### config.mk
export PLATFORM = sky130hd
export DESIGN_NAME = mole_game_ctrl
export DESIGN_NICKNAME = d
export VERILOG_FILES = /design/src/rtl/mole_game_ctrl.sv
export SDC_FILE = /design/constraint.sdc
export NUM_CORES = 1
export LEC_CHECK = 0
export BUFFER_PORTS_ARGS = -buffer_cell sky130_fd_sc_hd__buf_4
export CORE_MARGIN = 4
export CORE_UTILIZATION = 45
export DETAILED_ROUTE_END_ITERATION = 7
export GPL_TIMING_DRIVEN = 0
export PLACE_DENSITY = 0.64
export SYNTH_ARGS = -nofsm -noshare
export SYNTH_HDL_FRONTEND = slang
export SYNTH_SLANG_ARGS = --single-unit
### constraint.sdc
create_clock -name clk -period 2.2 [get_ports clk]
set_input_delay 0.22 -clock clk [delete_from_list [all_inputs] [get_ports clk]]
set_output_delay 0.22 -clock clk [all_outputs]
set_load 0.02 [all_outputs]
### src/rtl/mole_game_ctrl.sv
// mole_game_ctrl: Whac-A-Mole round sequencer.
// Runs ROUNDS rounds; each lights one LFSR-chosen mole after a dark gap and
// waits for its switch or a difficulty-dependent timeout.
// Optional build macro: MISS_PENALTY_EN (wrong switches and timeouts cost a point).
module mole_game_ctrl #(
  parameter int CLKS_PER_MS = 50000,
  parameter int NUM_MOLES   = 8,
  parameter int ROUNDS      = 20,
  parameter int GAP_MS      = 500,
  parameter int TMO_EASY_MS = 1500,
  parameter int TMO_MED_MS  = 1000,
  parameter int TMO_HARD_MS = 600
) (
  input  logic                 clk,
  input  logic                 rst,
  input  logic                 start_btn,
  input  logic [1:0]           diff_sel,
  input  logic [NUM_MOLES-1:0] sw,
  output logic [NUM_MOLES-1:0] mole_led,
  output logic                 start_evt,
  output logic                 stop_evt,
  output logic [15:0]          score,
  output logic [2:0]           diff,
  output logic                 game_over
);

  localparam int IDX_W = $clog2(NUM_MOLES);
  localparam int PRE_W = $clog2(CLKS_PER_MS + 1);
  localparam int RND_W = $clog2(ROUNDS + 1);

  localparam logic [1:0] ST_IDLE = 2'd0;
  localparam logic [1:0] ST_GAP  = 2'd1;
  localparam logic [1:0] ST_UP   = 2'd2;
  localparam logic [1:0] ST_DONE = 2'd3;

  localparam logic [15:0] SCORE_MAX = 16'd9999;
  localparam logic [15:0] LFSR_SEED = 16'hACE1;

  logic [1:0]           state_r;
  logic [1:0]           state_nxt_s;
  logic [15:0]          lfsr_r;
  logic [NUM_MOLES-1:0] sw_q_r;
  logic [NUM_MOLES-1:0] hit_vec_s;
  logic [NUM_MOLES-1:0] mole_mask_s;
  logic [IDX_W-1:0]     idx_r;
  logic [PRE_W-1:0]     pre_r;
  logic [15:0]          ms_r;
  logic [15:0]          tmo_last_s;
  logic [RND_W-1:0]     rounds_r;
  logic                 ms_last_s;
  logic                 gap_done_s;
  logic                 tmo_s;
  logic                 correct_s;
  logic                 last_round_s;
`ifdef MISS_PENALTY_EN
  logic                 wrong_s;
`endif

  // Fibonacci LFSR step, taps 16,14,13,11; a nonzero seed never reaches 0.
  function automatic logic [15:0] lfsr_next(input logic [15:0] v);
    return {v[14:0], v[15] ^ v[13] ^ v[12] ^ v[10]};
  endfunction

  // Score increment that holds at the display limit.
  function automatic logic [15:0] score_inc(input logic [15:0] s);
    return (s >= SCORE_MAX) ? SCORE_MAX : s + 16'd1;
  endfunction

`ifdef MISS_PENALTY_EN
  // Score decrement floored at zero.
  function automatic logic [15:0] score_dec(input logic [15:0] s);
    return (s == 16'd0) ? 16'd0 : s - 16'd1;
  endfunction
`endif

  // Decode switch rising edges, ms-tick boundaries and the active timeout.
  always_comb begin
    hit_vec_s   = sw & ~sw_q_r;
    mole_mask_s = {{(NUM_MOLES-1){1'b0}}, 1'b1} << idx_r;
    correct_s   = |(hit_vec_s & mole_mask_s);
`ifdef MISS_PENALTY_EN
    wrong_s     = |(hit_vec_s & ~mole_mask_s);
`endif
    ms_last_s   = (pre_r == PRE_W'(CLKS_PER_MS - 1));
    if (diff[2]) begin
      tmo_last_s = 16'(TMO_HARD_MS - 1);
    end else if (diff[1]) begin
      tmo_last_s = 16'(TMO_MED_MS - 1);
    end else begin
      tmo_last_s = 16'(TMO_EASY_MS - 1);
    end
    gap_done_s   = ms_last_s && (ms_r == 16'(GAP_MS - 1));
    tmo_s        = ms_last_s && (ms_r == tmo_last_s);
    last_round_s = (rounds_r == RND_W'(ROUNDS - 1));
  end

  // Next-state selection for the round sequencer.
  always_comb begin
    state_nxt_s = state_r;
    case (state_r)
      ST_IDLE, ST_DONE: begin
        if (start_btn) state_nxt_s = ST_GAP;
        else           state_nxt_s = state_r;
      end
      ST_GAP: begin
        if (gap_done_s) state_nxt_s = ST_UP;
        else            state_nxt_s = state_r;
      end
      ST_UP: begin
        if (correct_s || tmo_s) state_nxt_s = last_round_s ? ST_DONE : ST_GAP;
        else                    state_nxt_s = state_r;
      end
      default: state_nxt_s = ST_IDLE;
    endcase
  end

  // ms timebase; restarts on every state entry so phase lengths are exact.
  always_ff @(posedge clk) begin
    if (rst || (state_nxt_s != state_r)) begin
      pre_r <= {PRE_W{1'b0}};
      ms_r  <= 16'd0;
    end else if (ms_last_s) begin
      pre_r <= {PRE_W{1'b0}};
      ms_r  <= ms_r + 16'd1;
    end else begin
      pre_r <= pre_r + PRE_W'(1);
    end
  end

  // Game state, LFSR, switch history and all registered outputs.
  always_ff @(posedge clk) begin
    sw_q_r    <= sw;
    lfsr_r    <= lfsr_next(lfsr_r);
    start_evt <= 1'b0;
    stop_evt  <= 1'b0;
    if (rst) begin
      state_r   <= ST_IDLE;
      lfsr_r    <= LFSR_SEED;
      idx_r     <= {IDX_W{1'b0}};
      rounds_r  <= {RND_W{1'b0}};
      mole_led  <= {NUM_MOLES{1'b0}};
      score     <= 16'd0;
      diff      <= 3'b001;
      game_over <= 1'b0;
    end else begin
      state_r <= state_nxt_s;
      case (state_r)
        ST_IDLE, ST_DONE: begin
          if (start_btn) begin
            score     <= 16'd0;
            rounds_r  <= {RND_W{1'b0}};
            game_over <= 1'b0;
            mole_led  <= {NUM_MOLES{1'b0}};
            case (diff_sel)
              2'b10:   diff <= 3'b010;
              2'b11:   diff <= 3'b100;
              default: diff <= 3'b001;
            endcase
          end
        end
        ST_GAP: begin
          if (gap_done_s) begin
            idx_r     <= lfsr_r[IDX_W-1:0];
            mole_led  <= {{(NUM_MOLES-1){1'b0}}, 1'b1} << lfsr_r[IDX_W-1:0];
            start_evt <= 1'b1;
          end
        end
        ST_UP: begin
          // A correct hit outranks both a timeout and stray switches.
          if (correct_s) begin
            stop_evt <= 1'b1;
            score    <= score_inc(score);
          end
`ifdef MISS_PENALTY_EN
          else if (tmo_s || wrong_s) begin
            score <= score_dec(score);
          end
`endif
          if (correct_s || tmo_s) begin
            mole_led  <= {NUM_MOLES{1'b0}};
            rounds_r  <= rounds_r + RND_W'(1);
            game_over <= last_round_s;
          end
        end
        default: begin
          mole_led <= {NUM_MOLES{1'b0}};
        end
      endcase
    end
  end

endmodule

==> flow_summary.json, run 1 <==
{
  "arrival_ns": 2.57,
  "ir_drop_uv": 372,
  "dp_slack_ns": -0.583,
  "ys_seq_area_frac": 0.435,
  "antenna_found_initial": 0,
  "max_slew_margin": 0.452,
  "worst_clock_skew_ns": 0.0146,
  "synth_edf_count": 0,
  "htree_levels": 3,
  "synth_top_area_frac": 0.435,
  "grt_pass1_wl_microns": 18400,
  "dieArea_sq_um": 11500,
  "place_congestion": 0.873,
  "grt_overflow_total": 0,
  "cell_internal_pwr_w": 0.00247,
  "post-synth-top-count-cell": "dfxtp_1",
  "worst_pin_slew_ns": 0.815,
  "syn_nets": 526,
  "std_cell_rows": 35,
  "p_sw_frac": 0.271,
  "port_buffers": 41,
  "slowest_stage": "or4_4",
  "finalCritPeriodShare": 1.06,
  "start_util": 0.469,
  "crit_required_ns": 2.43,
  "maxSlewViolCount": 0,
  "io_pins": 43,
  "syn_area_per_cell_sq_um": 8.72,
  "period_minus_slack_ns": 2.34,
  "syn_inst": 507,
  "outcome": "finished, violations left",
  "drt_iter0_drc": 177,
  "ys_seq_elements": 96,
  "cts_tree": "yes",
  "synth_area_leader_cell": "dfxtp_1",
  "synth_async_sr_flop_share": 0,
  "seq_power_share": 0.540,
  "hold_viol_final": 0,
  "critPathMaxStageDelay_ns": 0.59,
  "syn2layout_area_growth_pct": 28.2,
  "critical_path_class": "reg2reg",
  "numCtsBuffers": 9,
  "comb_power_share": 0.140,
  "setup_slack_ns": -0.136,
  "ys.flop_type": "dfxtp_1",
  "clock-sinks": 96,
  "core-area_sq_um": 9420,
  "p_switching_w": 0.000918,
  "clockBufferDepth": 2,
  "clk_pin_slew_ns": 0.09,
  "finalSetupTns_ns": -3.81,
  "clkLatencyLatePin_ns": 0.37,
  "wl_microns": 11100,
  "rsz0062_at_grt": "yes",
  "cts-root-buf": "clkbuf_8",
  "routedWlPerCell_microns": 15.4,
  "violations": "negative setup slack",
  "layout.nets": 606,
  "worst-path-max-fanout": 7,
  "place_hpwl_microns": 7390,
  "powerDensity_nw_per_um2": 597,
  "clkPwrFrac": 0.321,
  "power_leakage_nw": 2.03,
  "grt_max_degree": 16,
  "drive_above_1_share": 0.284,
  "die_x_microns": 107,
  "grt_use_total": 0.197,
  "synthesis.area_sq_um": 4420,
  "setup_violations": 40,
  "grt_pass1_vias": 3888,
  "synth_cell_types": 70,
  "max_freq_ghz": 0.428,
  "ys_top_cells_by_area": "dfxtp_1 (43%), nor2_1 (4.9%), xnor2_1 (3.8%)",
  "cap_violations": 0,
  "num_vias": 4005,
  "post_drt_via_cell_ratio": 5.55,
  "critPathCaptureType": "flop",
  "hold_class": "in2reg",
  "die_y_microns": 107,
  "drtPass1Iterations": 4,
  "num_antenna_cells": 0,
  "yosys_warnings": 0,
  "crit_path_cell_trace": "or4b_1, or4_4, o21ai_4, and3_4, a211o_4, buf_6, nor3_1",
  "synth_commonest_cells": "dfxtp_1 (96), nor2_1 (58), nand2_1 (34), a21oi_1 (30), o21ai_0 (21)",
  "ant_nets": 0,
  "startpoint_type": "flop",
  "drcViolationCount": 0
}
-- path summary, 6_finish.rpt --
path / cells past startpoint / to / startpoint / slack [ns]
setup / recovery: 7 / pre_r[4]$_SDFF_PP0_ / ms_r[3]$_SDFFE_PP0P_ / -0.14
hold / removal: 3 / diff[2]$_SDFFE_PP0P_ / diff_sel[0] / 0.16
setup reg to reg: 7 / pre_r[4]$_SDFF_PP0_ / ms_r[3]$_SDFFE_PP0P_ / -0.14
hold reg to reg: 1 / lfsr_r[7]$_SDFF_PP1_ / lfsr_r[6]$_SDFF_PP1_ / 0.40
-- registers in the layout (all words and copies together), names as in the netlist, 2 cells and up --
signal    count
mole_led      8
score        16
rounds_r      5
ms_r         16
state_r       2
lfsr_r       16
idx_r         3
sw_q_r        8
diff          3
pre_r        16
-- power groups by stage --
stage	combinational (W)	sequential [W]	clock, W
after floorplan	0.000238	0.00186	0
after global placement	0.000337	0.00186	0
after detailed placement	0.000343	0.00186	0
after CTS	0.000427	0.00182	0.00111
after global routing	0.000515	0.00183	0.00118
final	0.000473	0.00183	0.00109
-- layout by cell type (no fill, tap or decap), types with 4 or more instances in the layout --
cell           Yosys  layout
a21oi_1           30      25
a21oi_2            0       4
and3_1             8       7
buf_4              3      63
buf_6              0       4
clkbuf_1          16      10
clkbuf_8           0      11
dfxtp_1           96      80
dfxtp_2            0      13
dlygate4sd3_1      0       8
inv_1             14      14
mux2i_1            5       5
nand2_1           34      31
nand2b_1          12      12
nand3_1           20      19
nand3b_1           4       4
nand4_1           17      17
nor2_1            58      45
nor2_2             0      13
nor2b_1           15      15
nor3_1            17      16
nor4_1             7       5
o21ai_0           21      14
o21ai_1            3       6
or2_2              7       7
or3_1              5       5
xnor2_1           19      19
xor2_1            13      13
-- metrics by stage --
stage          hold slack (ns)  total power [W]  instances   util  area, sq um
3_3_place_gp             0.332          0.00220        677  0.524         4930
3_5_place_dp             0.334          0.00221        677  0.524         4930
4_1_cts                  0.146          0.00336        711  0.577         5430
5_1_grt                  0.146          0.00353        721  0.602         5670
2_1_floorplan            0.248          0.00210        507      -         4460
6_report                 0.163          0.00338        721  0.602         5670
-- kinds of logic (layout without fill, tap and decap cells) --
logic type,after synthesis,after routing,share of synthesized area
XOR/XNOR,32,32,0.0634
multiplexers,5,5,0.0113
flip-flops,96,96,0.435
buffers and inverters,36,121,0.0334
adder cells (fa/ha/maj),6,6,0.0170
AND/OR/NAND/NOR,235,235,0.293
AO/OA/AOI/OAI,97,97,0.147
-- metal layers --
| layer | track usage | vias up | part of all wire |
|---|---|---|---|
| li1 | - | 1973 | - |
| met1 | 0.251 | 1929 | 0.46 |
| met2 | 0.330 | 86 | 0.48 |
| met3 | 0.0343 | 17 | 0.033 |
| met4 | 0.0767 | 0 | 0.022 |
| met5 | 0 | - | 0 |
-- timing repair --
item	4_1_cts	5_1_grt
gates resized for setup	48	49
endpoints found under the hold margin	8	0
pin swaps	25	7
setup buffers	10	11
setup endpoints to repair	65	65
cloned	2	1
hold buffers	8	0
-- worst max-delay path: cells and delay by family, from the launching register on --
family	cells	cell delay, ns
and+or+nand+nor	4	1.35
DFF	1	0.36
AOI/OAI and AO/OA	2	0.35
buffers and inverters	1	0.15
-- layout make-up --
class                   count  area (sq um)
fillers                   854          3750
repair buffers             73           596
well taps                 129           161
multi-input cells         375          2610
inverters                  15          57.6
clock buffers              12           155
plain buffers              17           108
clock inverters             4          28.8
flip-flops and latches     96          1950
No activity file was read; power rests on OpenSTA's default activity.
==> inputs of run 2 (changes only) <==
--- a/config.mk
+++ b/config.mk
@@ -6,11 +6,12 @@
 export NUM_CORES = 1
 export LEC_CHECK = 0
 export BUFFER_PORTS_ARGS = -buffer_cell sky130_fd_sc_hd__buf_4
-export CORE_MARGIN = 4
+export CORE_MARGIN = 3
 export CORE_UTILIZATION = 45
 export DETAILED_ROUTE_END_ITERATION = 7
 export GPL_TIMING_DRIVEN = 0
 export PLACE_DENSITY = 0.64
+export SETUP_SLACK_MARGIN = 0.4
 export SYNTH_ARGS = -nofsm -noshare
 export SYNTH_HDL_FRONTEND = slang
 export SYNTH_SLANG_ARGS = --single-unit
==> flow_summary.json, run 2 (same netlist as run 1, synthesis figures left out) <==
{
  "outcome": "finished, violations left",
  "violations": "negative setup slack",
  "core-area_sq_um": 9370,
  "critPathTopFamily": "simple AND/OR/NAND/NOR gates",
  "rsz0062_at_grt": "yes",
  "routedWlPerCell_microns": 15.8,
  "ant_nets": 0,
  "crit_required_ns": 2.43,
  "arrival_ns": 2.54,
  "maxSlewViolCount": 0,
  "finalCritPeriodShare": 1.05,
  "die_x_microns": 105,
  "post_drt_via_cell_ratio": 5.55,
  "power_leakage_nw": 2.20,
  "place_hpwl_microns": 7300,
  "timing.hold.ws_ns": 0.138,
  "clk_pin_slew_ns": 0.09,
  "ff_latch_area_sq_um": 1960,
  "grt_max_degree": 17,
  "numCtsBuffers": 9,
  "antenna_found_initial": 0,
  "std_cell_rows": 35,
  "powerDensity_nw_per_um2": 564,
  "cts_tree": "yes",
  "slowest_stage": "or4_4",
  "critical_path_class": "reg2reg",
  "num_antenna_cells": 0,
  "worst-path-max-fanout": 10,
  "hold_class": "in2reg",
  "clockBufferDepth": 2,
  "cpMostUsedCell": "or4_4",
  "grt_overflow_total": 0,
  "drt_iter0_drc": 174,
  "num_vias": 4088,
  "max_freq_ghz": 0.433,
  "start_util": 0.472,
  "layout.nets": 622,
  "ir_drop_uv": 288,
  "max_slew_margin": 0.554,
  "drive_above_1_share": 0.349,
  "grt_pass1_vias": 3974,
  "crit_path_cell_trace": "or4_4, or4_4, o21ai_4, and3_4, a211o_4, buf_8, nor3_1",
  "drcViolationCount": 0,
  "dieArea_sq_um": 11000,
  "grt_pass1_wl_microns": 19300,
  "setup_slack_ns": -0.110,
  "period_minus_slack_ns": 2.31,
  "instances_no_fill": 737,
  "dp_slack_ns": -0.269,
  "startpoint_type": "flop",
  "multiInputGateArea_sq_um": 2840,
  "critPathMaxStageDelay_ns": 0.59,
  "crit_cells": 7,
  "hold_viol_final": 0,
  "drtPass1Iterations": 5,
  "cp_num_buf_inv": 1,
  "wl_microns": 11700,
  "mostFrequentLayoutCells": "dfxtp_1 (79), buf_4 (63), nor2_1 (55)",
  "final_util": 0.651,
  "critPathCaptureType": "flop",
  "dp_cells": 677,
  "cts-root-buf": "clkbuf_8",
  "clock-sinks": 96,
  "cap_violations": 0,
  "r2r_slack_ns": -0.11,
  "place_congestion": 0.908,
  "layout_commonest_cell": "dfxtp_1",
  "port_buffers": 41,
  "io_pins": 43,
  "die_y_microns": 105,
  "clkLatencyLatePin_ns": 0.37,
  "grt_use_total": 0.210,
  "hold_depth": 3,
  "worst_pin_slew_ns": 0.669,
  "fillers": 771,
  "htree_levels": 3,
  "worst_clock_skew_ns": 0.00955,
  "syn2layout_area_growth_pct": 38.0,
  "r2r_cells": 7,
  "setup_violations": 41
}
## run 2: cell types whose count changed in the layout (fill, tap and decap cells not counted), sizes merged
| cell | delta |
|---|---|
| buf | +14 |
| clkinvlp | +1 |
| inv | +1 |
## run 2: layer usage
| metal | part of all wire | wire length, microns | GRT usage | vias up |
|---|---|---|---|---|
| met1 | 0.43 | 5050 | 0.267 | 1936 |
| met3 | 0.051 | 590 | 0.0346 | 24 |
| li1 | - | - | - | 2008 |
| met2 | 0.49 | 5720 | 0.353 | 120 |
| met5 | 0 | 0 | 0 | - |
| met4 | 0.028 | 324 | 0.0853 | 0 |
## run 2: worst paths after layout
path,endpoint,from
worst min-delay path,diff[2]$_SDFFE_PP0P_,diff_sel[0]
worst max register to register,pre_r[8]$_SDFF_PP0_,ms_r[15]$_SDFFE_PP0P_
worst max-delay path,pre_r[8]$_SDFF_PP0_,ms_r[15]$_SDFFE_PP0P_
worst min register to register,lfsr_r[6]$_SDFF_PP1_,lfsr_r[5]$_SDFF_PP1_
## run 2: where the power goes
part           switching [W]  internal, W  total (W)
Clock               0.000647     0.000415    0.00106
Combinational       0.000301     0.000251   0.000552
Sequential         0.0000412      0.00178    0.00182
Total               0.000989      0.00245    0.00344
## run 2: what timing repair did
action | 4_1_cts | 5_1_grt
buffers inserted | 24 | 11
gates resized for setup | 85 | 49
cloned | 1 | 0
hold buffers | 8 | 0
pin swaps | 23 | 15
endpoints found under the hold margin | 8 | 0
endpoints found under the setup margin | 67 | 68
## run 2: cell type report
type / instances / share of cell area
multi-input combinational: 375 / 0.466
sequential: 96 / 0.321
timing repair buffer: 85 / 0.120
buffer: 21 / 0.0269
tap: 129 / 0.0265
clock buffer: 10 / 0.0209
inverter: 15 / 0.0113
clock inverter: 6 / 0.00739
## run 2: tightest hold or removal path: cells and delay by family
family                 cells  cell delay (ns)
buffers and inverters      1             0.12
AND/OR/NAND/NOR            1             0.08
AO/OA/AOI/OAI              1             0.06
## run 2: per-stage QoR
stage / setup TNS (ns) / power (W) / instance area (sq um)
6_report: -2.73 / 0.00344 / 6100
4_1_cts: -3.45 / 0.00341 / 5810
2_1_floorplan: -1.78 / 0.00212 / 4550
3_5_place_dp: -7.99 / 0.00223 / 5020
3_3_place_gp: -7.57 / 0.00222 / 5020
5_1_grt: -6.08 / 0.00357 / 6100
